$ cat src/rtl/donkey_move_ctl.sv
// Donkey sprite motion sequencer: button-driven horizontal steps, a
// grounded/rising/falling jump machine and platform following.
module donkey_move_ctl #(
    parameter int INITIAL_XPOS    = 128,
    parameter int INITIAL_YPOS    = 672,
    parameter int CHARACTER_WIDTH = 48,
    parameter int JUMP_HEIGHT     = 61,
    parameter int JUMP_STEP_CLKS  = 1_400_000,
    parameter int MOVE_STEP_CLKS  = 250_000,
    parameter int X_MIN           = 0,
    parameter int X_MAX           = 1024
) (
    input  logic        clk,
    input  logic        rst,
    input  logic        en,
    input  logic        btn_left,
    input  logic        btn_right,
    input  logic        btn_jump,
    input  logic [11:0] ground_ypos,
    output logic [11:0] xpos,
    output logic [11:0] ypos,
    output logic        facing_left,
    output logic        airborne
);

    localparam int MW = (MOVE_STEP_CLKS > 1) ? $clog2(MOVE_STEP_CLKS) : 1;
    localparam int JW = (JUMP_STEP_CLKS > 1) ? $clog2(JUMP_STEP_CLKS) : 1;
    localparam int HW = (JUMP_HEIGHT > 0) ? $clog2(JUMP_HEIGHT + 1) : 1;
    localparam logic [MW-1:0] MOVE_LAST   = MW'(MOVE_STEP_CLKS - 1);
    localparam logic [JW-1:0] JUMP_LAST   = JW'(JUMP_STEP_CLKS - 1);
    localparam logic [HW-1:0] HEIGHT_LAST = HW'(JUMP_HEIGHT - 1);
    localparam logic [11:0]   X_LO        = 12'(X_MIN);
    localparam logic [11:0]   X_HI        = 12'(X_MAX - CHARACTER_WIDTH);

    typedef enum logic [1:0] {
        ST_GROUNDED,
        ST_RISING,
        ST_FALLING
    } state_t;

    state_t        r_state;
    logic [11:0]   r_xpos;
    logic [11:0]   r_ypos;
    logic          r_facing_left;
    logic          r_airborne;
    logic [MW-1:0] r_move_cnt;
    logic [JW-1:0] r_jump_cnt;
    logic [HW-1:0] r_height;
    logic          r_jump_q;

    logic w_jump_edge;
    logic w_move_tick;
    logic w_jump_tick;
    logic w_fall_land;

    assign w_jump_edge = btn_jump & ~r_jump_q;
    assign w_move_tick = en && (r_move_cnt == MOVE_LAST);
    assign w_jump_tick = en && (r_state != ST_GROUNDED) && (r_jump_cnt == JUMP_LAST);
    // Widened by one bit so a sprite at 4095 cannot wrap past the ground.
    assign w_fall_land = ({1'b0, r_ypos} + 13'd1) >= {1'b0, ground_ypos};

    always_ff @(posedge clk or posedge rst) begin
        if (rst) begin
            r_state       <= ST_GROUNDED;
            r_xpos        <= 12'(INITIAL_XPOS);
            r_ypos        <= 12'(INITIAL_YPOS);
            r_facing_left <= 1'b0;
            r_airborne    <= 1'b0;
            r_move_cnt    <= '0;
            r_jump_cnt    <= '0;
            r_height      <= '0;
            r_jump_q      <= 1'b0;
        end else begin
            r_jump_q <= btn_jump;
            if (en) begin
                r_move_cnt <= w_move_tick ? '0 : r_move_cnt + 1'b1;
                if (w_move_tick) begin
                    if (btn_left && !btn_right) begin
                        r_facing_left <= 1'b1;
                        if (r_xpos > X_LO) r_xpos <= r_xpos - 1'b1;
                    end else if (btn_right && !btn_left) begin
                        r_facing_left <= 1'b0;
                        if (r_xpos < X_HI) r_xpos <= r_xpos + 1'b1;
                    end
                end

                case (r_state)
                    ST_GROUNDED: begin
                        if (w_jump_edge) begin
                            r_state    <= ST_RISING;
                            r_airborne <= 1'b1;
                            r_height   <= '0;
                            r_jump_cnt <= '0;
                        end else if (ground_ypos > r_ypos) begin
                            r_state    <= ST_FALLING;
                            r_airborne <= 1'b1;
                            r_jump_cnt <= '0;
                        end else if (ground_ypos < r_ypos) begin
                            r_ypos <= ground_ypos;
                        end
                    end
                    ST_RISING: begin
                        // The counter wraps to 0 on the tick, so a tick-driven
                        // switch to FALLING starts that phase from a clean count.
                        r_jump_cnt <= w_jump_tick ? '0 : r_jump_cnt + 1'b1;
                        if (w_jump_tick) begin
                            if (r_ypos == 12'd0) begin
                                r_state <= ST_FALLING;
                            end else begin
                                r_ypos   <= r_ypos - 1'b1;
                                r_height <= r_height + 1'b1;
                                if (r_height == HEIGHT_LAST) r_state <= ST_FALLING;
                            end
                        end
                    end
                    ST_FALLING: begin
                        if (ground_ypos <= r_ypos) begin
                            r_ypos     <= ground_ypos;
                            r_state    <= ST_GROUNDED;
                            r_airborne <= 1'b0;
                        end else begin
                            r_jump_cnt <= w_jump_tick ? '0 : r_jump_cnt + 1'b1;
                            if (w_jump_tick) begin
                                if (w_fall_land) begin
                                    r_ypos     <= ground_ypos;
                                    r_state    <= ST_GROUNDED;
                                    r_airborne <= 1'b0;
                                end else begin
                                    r_ypos <= r_ypos + 1'b1;
                                end
                            end
                        end
                    end
                    default: begin
                        r_state    <= ST_GROUNDED;
                        r_airborne <= 1'b0;
                    end
                endcase
            end
        end
    end

    assign xpos        = r_xpos;
    assign ypos        = r_ypos;
    assign facing_left = r_facing_left;
    assign airborne    = r_airborne;

endmodule

$ cat config.mk
export PLATFORM = sky130hd
export DESIGN_NAME = donkey_move_ctl
export DESIGN_NICKNAME = d
export VERILOG_FILES = /design/src/rtl/donkey_move_ctl.sv
export SDC_FILE = /design/constraint.sdc
export NUM_CORES = 1
export LEC_CHECK = 0
export CAP_MARGIN = 20
export CORE_ASPECT_RATIO = 1.4
export CORE_MARGIN = 3
export CORE_UTILIZATION = 45
export DETAILED_ROUTE_END_ITERATION = 16
export PLACE_DENSITY = 0.73
export SLEW_MARGIN = 5
export SYNTH_ARGS = -nofsm -noshare
export SYNTH_HDL_FRONTEND = slang
export SYNTH_SLANG_ARGS = --single-unit
$ cat constraint.sdc
create_clock -name clk -period 3.2 [get_ports clk]
set_input_delay 0.64 -clock clk [delete_from_list [all_inputs] [get_ports clk]]
set_output_delay 0.64 -clock clk [all_outputs]
set_load 0.01 [all_outputs]
==> results_dict.tcl, run 1 <==
set metrics [dict create \
    seq_area_frac_synth_pct 33.8 \
    max_stage_delay_ns 0.53 \
    n_antenna_cell 0 \
    syn-num-nets 686 \
    cts_root_buf "clkbuf_16" \
    syn_inst 621 \
    synth_area_leaders "dfrtp_1 32%, ha_1 10%, xnor2_1 5.7%, nor2_1 3.9%, nand2_1 3.5%" \
    startpoint_type "flop" \
    worstHoldEndpoint "r_move_cnt[11]" \
    vdd_drop_max_uv 485 \
    wirelength_um 14300 \
    wl_per_cell_um 16.5 \
    dieHeight_um 137 \
    io_pins 44 \
    power_density_mw_per_mm2 803 \
    rrSetupSlack_ns -0.18 \
    rsz0062_at_grt "true" \
    nNetsFinal 783 \
    crit_family "simple AND/OR/NAND/NOR gates" \
    ys_dominant_reg_cell "dfrtp_1" \
    grt_max_degree 75 \
    finalMaxSlewViolations 0 \
    outcome "finished, violations left" \
    fin_crit_ns 3.38 \
    dr_wl_met2_um 7480 \
    route.detailed.drc 0 \
    dr.pass1.iters 6 \
    cp.buffers_inverters 4 \
    period_share_pct 106 \
    place_congestion 0.974 \
    fp.dieW_um 99.4 \
    netlist.area_leader.share_pct 31.9 \
    wl_met1_um 5660 \
    grtUsageTotal_pct 21.8 \
    fp-row-count 47 \
    cts.htree.levels 3 \
    clock_latency_ns 0.34 \
    antenna_found_initial 0 \
    coreArea_mm2 0.0119 \
    cpMaxStageDelayCell "dfstp_2" \
    synth_top_area_cell "dfrtp_1" \
    hold_class "reg2reg" \
    clock_sinks 74 \
    r2r_cells 17 \
    critPathKind "reg2reg" \
    worst_slack_ns -0.179 \
    violations "negative setup slack" \
    layout-drive-gt1-share_pct 20.1 \
    r2r-end "ypos[3]" \
    ys_async_sr_fraction_pct 100 \
    synth.distinct_cells 74 \
    min-delay-start "r_move_cnt[11]" \
    dp_hpwl_um 10700 \
    synth_most_common_cell "dfrtp_1" \
    synth.ff_latch_count 74 \
    yosysWarningCount 0 \
    via_count 5152 \
    cp.required_ns 3.42 \
    fp.dieArea_mm2 0.0136 \
    grt_pass1_vias 5198 \
    ctsHoldBuffers 0 \
    worst_pin_slew_ns 0.735 \
    io_buffers 43 \
    cts_buffers 9 \
    grt_overflow 0 \
    drt-vias-per-instance 5.92 \
    timing.hold.ws_ns 0.497 \
    initial_utilization_pct 46.3 \
    wl_met3_um 666 \
    area_growth_pct 29.1 \
    min_path_cells 1 \
    max_freq_ghz 0.296 \
    slew_headroom_pct 50.5 \
    p_leak_nw 3.18 \
    cts_tree "yes" \
    timing.rr.start "ypos[7]" \
    yosys-top-cells-count "70 x dfrtp_1, 57 x nor2_1, 51 x nand2_1" \
    critPathArrivalTime_ns 3.60 \
    hold_violations 0 \
    clk_pin_slew_ns 0.06 \
    drt_iter0_drc 319 \
    synth_edf_count 0 \
    highest_layer "met4" \
    total_power_mw 5.70 \
    cp_cell_sequence "nand4_1, nor2_4, buf_6, buf_4, nand2_2, xnor2_2, ha_1, nand4_1, nor2_1, o31ai_2, nand4_1, buf_4, nor4_4, buf_6, a221oi_2, o2bb2ai_1, a22o_1" \
    setup_viol 15 \
    clockBufferDepth 2 \
    cp_common_cell "nand4_1" \
    fin_skew_ns 0.00920 \
    drtAntennaViolNets 0 \
    syn_area_mm2 0.00550 \
    grt_pass1_wl_um 24100 \
    crit_path_end_kind "flop" \
    timing.max_cap.violations 0 \
    critical_path.max_fanout 8 \
    syn_area_per_cell_um2 8.85 \
]
## worst max path at each step
stage	startpoint	endpoint	cells past startpoint
global placement	ground_ypos[1]	ypos[8]	11
CTS	ypos[5]	ypos[3]	15
finish	ypos[7]	ypos[3]	17
global route	ypos[7]	ypos[3]	16
detailed placement	ground_ypos[1]	ypos[8]	11
floorplan	ypos[7]	ypos[6]	14
## metrics by stage
step	util, %	std cells	TNS, ns	setup WS [ns]	instance area, µm²
floorplan	-	621	0	0.0506	5500
global placement	54.6	848	-2.80	-0.173	6490
detailed placement	54.6	848	-6.34	-0.302	6490
CTS	59.1	868	-0.527	-0.0972	7020
global route	59.7	870	-2.75	-0.284	7090
finish	59.7	870	-1.40	-0.179	7090
## timing repair
item	in CTS	in global routing
pin swaps	22	9
resized for setup	21	11
endpoints found under the setup margin	14	16
buffers inserted	5	2
## state kept, by name, indices dropped and copies added, names as in the netlist
register,count
r_state,2
facing_left,1
ypos,12
xpos,12
r_move_cnt,18
r_jump_q,1
r_height,6
airborne,1
r_jump_cnt,21
## layout by cell type, fill, tap and decap left out, drive strengths merged, types with 14 or more instances in the layout
cell type and n:
a21oi 37, and3 14, buf 69, clkdlybuf4s50 43
dfrtp 70, ha 46, inv 46, nand2 51
nand3 27, nand4 20, nor2 58, nor3 18
o21ai 33, xnor2 36
## layout make-up
type	instances	area, µm²
flip-flops and latches	74	1860
clock inverters	6	138
well taps	147	184
inverters	46	173
repair buffers	112	992
clock buffers	10	239
fillers	967	4780
multi-input cells	475	3510
## where the power goes
part | internal [mW] | leakage (nW) | switching, mW
Clock | 0.865 | 0.183 | 0.407
Combinational | 1.41 | 2.04 | 1.69
Sequential | 1.12 | 0.958 | 0.206
Total | 3.39 | 3.18 | 2.31
## logic make-up after synthesis
| logic type | Yosys count | synth area share [%] |
|---|---|---|
| simple gates | 232 | 21.7 |
| compound gates | 133 | 17.6 |
| flops | 74 | 33.8 |
| buf+inv | 72 | 5.37 |
| fa+ha+maj | 47 | 10.8 |
| xor+xnor | 45 | 7.17 |
| mux | 18 | 3.48 |
## layer usage
| layer | up-vias | GRT usage [%] |
|---|---|---|
| met1 | 2490 | 24.2 |
| li1 | 2433 | - |
| met3 | 41 | 4.33 |
| met4 | 0 | 9.79 |
| met2 | 188 | 39.8 |
| met5 | - | 0 |
(Power assumes the default switching activity.)
==> inputs of run 2 (changes only) <==
--- a/config.mk
+++ b/config.mk
@@ -5,12 +5,11 @@
 export SDC_FILE = /design/constraint.sdc
 export NUM_CORES = 1
 export LEC_CHECK = 0
-export CAP_MARGIN = 20
 export CORE_ASPECT_RATIO = 1.4
 export CORE_MARGIN = 3
-export CORE_UTILIZATION = 45
+export CORE_UTILIZATION = 40
 export DETAILED_ROUTE_END_ITERATION = 16
-export PLACE_DENSITY = 0.73
+export PLACE_DENSITY = 0.67
 export SLEW_MARGIN = 5
 export SYNTH_ARGS = -nofsm -noshare
 export SYNTH_HDL_FRONTEND = slang
==> results_dict.tcl, run 2 (synthesis gave the netlist of run 1 again) <==
set metrics [dict create \
    clkPwrFrac_pct 17.7 \
    period_share_pct 103 \
    crit_end "ypos[6]" \
    grt_pass1_wl_um 25200 \
    clockBufferDepth 2 \
    grtUsageTotal_pct 20.4 \
    busiest_layer "met2" \
    clock_latency_ns 0.34 \
    critPathKind "reg2reg" \
    coreArea_mm2 0.0134 \
    r2r_cells 16 \
    slew_headroom_pct 54.7 \
    place_area_mm2 0.00664 \
    hold_class "reg2reg" \
    clock_sinks 74 \
    fillers 1224 \
    io_pins 44 \
    layout-drive-gt1-share_pct 22.4 \
    total_power_mw 5.74 \
    place_congestion 0.975 \
    switching_share_pct 41.1 \
    vdd_drop_max_uv 456 \
    nNetsFinal 805 \
    fp.dieW_um 105 \
    final_common_cell "buf_4" \
    dp_hpwl_um 11300 \
    fin_crit_ns 3.29 \
    drt_iter0_drc 331 \
    reg_top3 "r_jump_cnt: 21 flops, r_move_cnt: 18 flops" \
    path_depth 16 \
    rrSetupSlack_ns -0.09 \
    p_leak_nw 3.24 \
    p_int_mw 3.38 \
    finalMaxSlewViolations 0 \
    timing.hold.ws_ns 0.486 \
    setup_viol 8 \
    io_buffers 43 \
    via_count 5200 \
    rsz0062_at_grt "true" \
    grt_overflow 0 \
    grt_pass1_vias 5422 \
    post-route-cell-area_mm2 0.00721 \
    startpoint_type "flop" \
    wl_per_cell_um 16.2 \
    p_seq_share_pct 22.9 \
    fp-row-count 50 \
    max_stage_delay_ns 0.54 \
    wirelength_um 15000 \
    outcome "finished, violations left" \
    critical_path.max_fanout 3 \
    critPathArrivalTime_ns 3.50 \
    dr.pass1.iters 5 \
    antenna_found_initial 0 \
    n_antenna_cell 0 \
    fin_setup_tns_ns -0.344 \
    worst_slack_ns -0.0898 \
    cp_cell_sequence "nand4_1, nor2_2, buf_6, nand3_2, xnor2_2, ha_1, nand3_1, nand3_2, nor2_2, nand4_1, buf_4, nor2_4, o21ai_2, buf_4, a222oi_1, a21oi_2" \
    grt_max_degree 45 \
    timing.max_cap.violations 0 \
    power_density_mw_per_mm2 797 \
    top_register "r_jump_cnt" \
    area_growth_pct 31.2 \
    cts_tree "yes" \
    worst_pin_slew_ns 0.673 \
    crit_family "simple AND/OR/NAND/NOR gates" \
    grtUsageMet3_pct 3.06 \
    cts_buffers 9 \
    cp.buffers_inverters 3 \
    timing.rr.start "ypos[5]" \
    drtAntennaViolNets 0 \
    largest_reg_flops 21 \
    max_freq_ghz 0.304 \
    dieHeight_um 145 \
    violations "negative setup slack" \
    drt-vias-per-instance 5.61 \
    hold_violations 0 \
    utilization_pct 53.9 \
    combPwrFrac_pct 59.4 \
    crit_start "ypos[5]" \
    p_sw_mw 2.36 \
    clk_pin_slew_ns 0.06 \
    cts_root_buf "clkbuf_16" \
    crit_path_end_kind "flop" \
    cts.htree.levels 3 \
    fp.dieArea_mm2 0.0152 \
    fin_skew_ns 0.00689 \
    initial_utilization_pct 41.1 \
    cp.required_ns 3.41 \
    route.detailed.drc 0 \
    met2_usage_pct 38.1 \
    cpMaxStageDelayCell "dfstp_2" \
    gr-usage-met1_pct 22.0 \
    r2r-end "ypos[6]" \
    final_cell_mix "84 x buf_4, 69 x dfrtp_1, 55 x nor2_1" \
]
[run 2: power by group through the flow]
stage | Clock (mW) | Sequential, mW | Combinational (mW)
CTS | 1.04 | 1.30 | 3.12
finish | 1.02 | 1.32 | 3.41
detailed placement | 0 | 1.31 | 3.01
global placement | 0 | 1.30 | 2.93
floorplan | 0 | 1.30 | 1.81
global route | 1.08 | 1.33 | 3.72
[run 2: repair_timing]
action | in CTS | in global routing
resized for setup | 12 | 21
gates cloned | 0 | 0
hold buffers | 0 | 0
endpoints found under the setup margin | 15 | 24
pin swaps | 11 | 20
setup buffers | 6 | 9
[run 2: cell type report]
class,count,area (µm²),area share (%)
clock buffers,12,246,3.42
clock inverters,4,51.3,0.712
inverters,46,173,2.40
multi-input cells,475,3500,48.5
flip-flops and latches,74,1860,25.8
well taps,182,228,3.16
repair buffers,134,1160,16.1
[run 2: worst min-delay path by stage]
stage                          end           start  slack, ns  depth (start not counted)
floorplan           r_jump_cnt[20]  r_jump_cnt[20]       0.44                          1
global placement    r_jump_cnt[20]  r_jump_cnt[20]       0.46                          1
detailed placement  r_jump_cnt[20]  r_jump_cnt[20]       0.47                          1
CTS                 r_jump_cnt[20]  r_jump_cnt[20]       0.48                          1
global route        r_jump_cnt[20]  r_jump_cnt[20]       0.50                          1
finish              r_jump_cnt[20]  r_jump_cnt[20]       0.49                          1
[run 2: routing by layer]
layer	vias up	wire length [µm]
li1	2480	-
met1	2526	5960
met2	147	7900
met3	47	548
met4	0	643
met5	-	0
[run 2: metrics by stage]
stage / cells / setup slack (ns)
CTS: 919 / -0.0119
detailed placement: 897 / -0.428
floorplan: 621 / 0.0506
finish: 927 / -0.0898
global placement: 897 / -0.281
global route: 927 / -0.248
